**config.mk**
```make
export PLATFORM = sky130hd
export DESIGN_NAME = debouncer_array
export DESIGN_NICKNAME = d
export VERILOG_FILES = /design/src/rtl/debouncer_array.sv
export SDC_FILE = /design/constraint.sdc
export NUM_CORES = 1
export LEC_CHECK = 0
export ABC_AREA = 1
export CORE_AREA = 2 2 111 140
export CTS_CLUSTER_SIZE = 40
export DETAILED_ROUTE_END_ITERATION = 10
export DIE_AREA = 0 0 113 142
export PLACE_DENSITY_LB_ADDON = 0.08
export SETUP_SLACK_MARGIN = 0.2
export SKIP_CTS_REPAIR_TIMING = 1
export SLEW_MARGIN = 20
export SYNTH_ARGS = -nofsm -noshare
export SYNTH_HDL_FRONTEND = slang
export SYNTH_SLANG_ARGS = --single-unit
```
**constraint.sdc**
```tcl
create_clock -name clk -period 2.3 [get_ports clk]
set_input_delay 0.23 -clock clk [delete_from_list [all_inputs] [get_ports clk]]
set_output_delay 0.23 -clock clk [all_outputs]
set_load 0.05 [all_outputs]
```
**src/rtl/debouncer_array.sv**
```systemverilog
// Multi-channel input conditioner: two-flop synchroniser, stability-window debounce,
// registered rise/fall pulses and long-press / auto-repeat pulses per channel.
module debouncer_array #(
  parameter int CHANNELS      = 4,
  parameter int STABLE_CYCLES = 500_000,
  parameter int LONG_TICKS    = 100,
  parameter int REPEAT_TICKS  = 0,
  parameter int ACTIVE_LOW    = 0
) (
  input  logic                clk,
  input  logic                rst,
  input  logic [CHANNELS-1:0] signal_input,
  output logic [CHANNELS-1:0] level,
  output logic [CHANNELS-1:0] rise,
  output logic [CHANNELS-1:0] fall,
  output logic [CHANNELS-1:0] long_press
);

  localparam int CW = $clog2(STABLE_CYCLES);
  localparam int HW = $clog2(LONG_TICKS + REPEAT_TICKS + 1);

  localparam logic [CW-1:0] CNT_LAST  = CW'(STABLE_CYCLES - 1);
  localparam logic [HW-1:0] HOLD_LONG = HW'(LONG_TICKS);
  localparam logic [HW-1:0] HOLD_WRAP = HW'(LONG_TICKS + REPEAT_TICKS);
  localparam logic [HW-1:0] HOLD_ONE  = HW'(1);
  localparam logic          POLARITY  = (ACTIVE_LOW != 0);
  localparam logic          REPEAT_EN = (REPEAT_TICKS > 0);

  for (genvar ch = 0; ch < CHANNELS; ch++) begin : g_ch
    logic          s0;
    logic          s1;
    logic [CW-1:0] cnt;
    logic          lvl_q;
    logic          rise_q;
    logic          fall_q;
    logic [HW-1:0] hold;
    logic [HW-1:0] hold_inc;
    logic          lp_q;
    logic          moving;
    logic          done;

    assign moving   = (s0 != s1);
    assign done     = !moving && (cnt == CNT_LAST);
    assign hold_inc = hold + HOLD_ONE;

    // NOTE: every flop here uses non-blocking assignment and an async reset, so all
    // channel state clears the instant rst falls, independent of the clock.
    always_ff @(posedge clk or negedge rst) begin
      if (!rst) begin
        s0  <= 1'b0;
        s1  <= 1'b0;
        cnt <= '0;
      end else begin
        s0 <= signal_input[ch] ^ POLARITY;
        s1 <= s0;
        if (moving || done) cnt <= '0;
        else                cnt <= cnt + CW'(1);
      end
    end

    // Level and edge pulses update only when a full stable window completes.
    always_ff @(posedge clk or negedge rst) begin
      if (!rst) begin
        lvl_q  <= 1'b0;
        rise_q <= 1'b0;
        fall_q <= 1'b0;
      end else begin
        rise_q <= done &&  s1 && !lvl_q;
        fall_q <= done && !s1 &&  lvl_q;
        if (done) lvl_q <= s1;
      end
    end

    // Hold counts completed windows while already high; the raising window is excluded
    // because lvl_q is still 0 on that edge.
    always_ff @(posedge clk or negedge rst) begin
      if (!rst) begin
        hold <= '0;
        lp_q <= 1'b0;
      end else begin
        lp_q <= 1'b0;
        if (!lvl_q || (done && !s1)) begin
          hold <= '0;
        end else if (done) begin
          if (hold_inc == HOLD_LONG) begin
            lp_q <= 1'b1;
            hold <= hold_inc;
          end else if (REPEAT_EN && hold_inc == HOLD_WRAP) begin
            lp_q <= 1'b1;
            hold <= HOLD_LONG;
          end else if (!REPEAT_EN && hold == HOLD_LONG) begin
            hold <= hold;
          end else begin
            hold <= hold_inc;
          end
        end
      end
    end

    assign level[ch]      = lvl_q;
    assign rise[ch]       = rise_q;
    assign fall[ch]       = fall_q;
    assign long_press[ch] = lp_q;
  end

endmodule

```
==> impl_metrics.ini <==
[timing]
setup_viol_count_final = 0
max_freq_ghz = 0.512
layout_setup_ws_ns = 0.348
fin_skew_ns = 0.00694
period_share_pct = 84.9
report.final.slew_viol_count = 0
tightest_slew_ns = 0.637
finalHoldViolations = 0
finalCriticalPeriod_ns = 1.95
final.setup.tns_ns = 0
rsz0062_at_grt = false
max-slew-margin-rel_pct = 57.5

[clock_tree]
path_clk_slew_ns = 0.06
htreeDepth = 4
insertion_delay_ns = 0.42
clock-sinks = 128
cts_buffer_depth = 2
cts_tree = done
cts_root_buf = clkbuf_16
cts_buffers = 17

[finish]
nNetsFinal = 973
final_cell_area_sq_um = 8080
seq_area_sq_um = 3200
area_delta_synth_final_pct = 12.1
diodes = 0
n_fill_cell = 1367
layout-drive-gt1-share_pct = 10.4
multi_input_area_sq_um = 3420

[placed_design]
io_buffer_count = 21
hpwl_mm = 10.6
dp_slack_ns = 0.392
place_congestion = 0.874
placed_area_sq_um = 7540

[worst_setup_path]
crit_path_start_kind = register
crit_slowest_cell = clkdlybuf4s50_1
critical-path-top-delay-family = buffers and inverters
crit_type = reg -> out
slowest_delay_ns = 0.85
cp.arrival_ns = 1.72
cp_max_fo = 5
crit_required_ns = 2.07
path_buf_inv = 1
crit_path_end_kind = output port
crit_chain = clkdlybuf4s50_1

[run_status]
violations = design-rule violations
status = finished, violations left

[synthesis]
synth_fa_ha_area_share_pct = 2.78
synth_cell_types = 41
synth_top_family_by_area = simple AND/OR/NAND/NOR gates
synth_edf_count = 0
syn-cell-area_sq_um = 7210
synth_compound_area_share_pct = 5.80
synth.area.mux_share_pct = 0
yosys.area_share.simple_pct = 36.2
async_flop_share_pct = 100
ys_seq_area_share_pct = 44.4
synthFlopType = dfrtp_1
syn-num-nets = 948
syn_inst = 926
synth_warnings = 0
synthXorXnorAreaFrac_pct = 2.67
synth-seq-cells = 128
syn_avg_cell_area_sq_um = 7.78

[route]
via_per_inst = 5.16
wl_per_cell_um = 12.7
final_antenna_net_count = 0
wirelength_mm = 14.5
dr.pass1.iters = 8
vias = 5911
route.detailed.drc = 3
drt_iter0_markers = 350

[pwr]
irDropWorstVdd_v = 0.000424
p_leak_nw = 3.73
power_density_nw_per_um2 = 603
power_mw = 4.88

[grt]
grt.total_usage_pct = 20.0
antenna_found_initial = 0
first_global_vias = 5999
grt_first_pass_wirelength_mm = 26.3
grt-ovfl-total = 0
grt_max_degree = 67

[hold_path]
hold_path_class = in -> reg

[die]
die_area_sq_um = 16000
start_util_pct = 48.8
die_x_um = 113
io_pins = 22
core_area_sq_um = 14800
core.rowCount = 50
die_h_um = 142

[run]
max-cap-violations = 0
-- per-layer routing --
metal | global-route usage (%) | wire length, um
met3 | 4.90 | 439
met1 | 23.3 | 6320
met5 | 0 | 0
met2 | 35.3 | 7430
met4 | 8.22 | 317
-- final timing paths --
| check | startpoint | end | slack (ns) | depth (start not counted) |
|---|---|---|---|---|
| setup / recovery | g_ch[1].lvl_q | level[1] | 0.35 | 1 |
| hold / removal | signal_input[1] | g_ch[1].s0 | 0.25 | 1 |
| setup reg to reg | g_ch[3].cnt[0] | g_ch[3].cnt[7] | 0.39 | 9 |
| hold reg to reg | g_ch[1].s0 | g_ch[1].s1 | 0.40 | 0 |
| max in group asynchronous | rst | g_ch[2].cnt[1] | 1.24 | 3 |
| min in group asynchronous | rst | g_ch[0].cnt[17] | 0.33 | 2 |
-- where the power goes --
part	internal, mW	total, mW	switching [mW]
sequential	2.28	2.30	0.0245
combinational	0.0444	0.161	0.117
clock	1.46	2.41	0.954
total	3.78	4.88	1.09
-- cells by family (layout without fill, tap and decap cells) --
family	Yosys count	count (layout)
buffers and inverters	137	174
xor gates and xnor gates	22	22
DFF	128	128
adders and majority gates	16	16
AOI/OAI and AO/OA	69	69
and+or+nand+nor	554	554
-- state kept, by name, summed over array words and instances (netlist names) --
register     flops
g_ch.cnt        76
g_ch.fall_q      4
g_ch.hold       28
g_ch.lp_q        4
g_ch.lvl_q       4
g_ch.rise_q      4
g_ch.s0          4
g_ch.s1          4
-- through the flow --
stage | instances | util, % | hold WS [ns]
final | 1145 | 54.7 | 0.252
after floorplan | 926 | - | -0.0656
after global placement | 1113 | 51.1 | 0.236
after CTS | 1144 | 54.7 | -0.205
after global routing | 1145 | 54.7 | 0.245
after detailed placement | 1113 | 51.1 | 0.251
-- final cells by class --
type / instances / area share (%)
Clock buffer: 18 / 5.31
Clock inverter: 13 / 1.22
Inverter: 117 / 5.43
Multi-Input combinational cell: 661 / 42.4
Sequential cell: 128 / 39.6
Tap cell: 182 / 2.82
Timing Repair Buffer: 26 / 3.22
-- synthesized netlist by cell type (10+ instances only) --
cell	n	share of area (%)
a21oi_1	28	1.9
inv_2	10	0.52
inv_1	107	5.6
nand4_1	46	4.0
o21ai_0	24	1.7
nand3_1	56	3.9
buf_4	18	1.9
ha_1	16	2.8
nor3_1	32	2.2
xor2_1	17	2.1
dfrtp_1	128	44
nand2_1	221	12
nor2_2	11	0.95
nor2_1	142	7.4
-- layout by cell type, fill, tap and decap left out, drive strengths merged --
| master | n |
|---|---|
| xor2 | 17 |
| o21a | 1 |
| nand3b | 8 |
| nor4 | 3 |
| or2 | 1 |
| a21oi | 30 |
| o21ai | 31 |
| nor3b | 2 |
| buf | 5 |
| a211oi | 3 |
| nand3 | 62 |
| clkinvlp | 2 |
| nand4 | 47 |
| and3 | 1 |
| nand2 | 231 |
| clkbuf | 18 |
| dfrtp | 128 |
| clkdlybuf4s50 | 20 |
| nor2 | 161 |
| xnor2 | 5 |
| clkinv | 10 |
| o21bai | 2 |
| ha | 16 |
| inv | 117 |
| dlygate4sd3 | 1 |
| nor3 | 38 |
| bufinv | 1 |
| a31oi | 2 |
No activity file was read; power rests on OpenSTA's default activity.
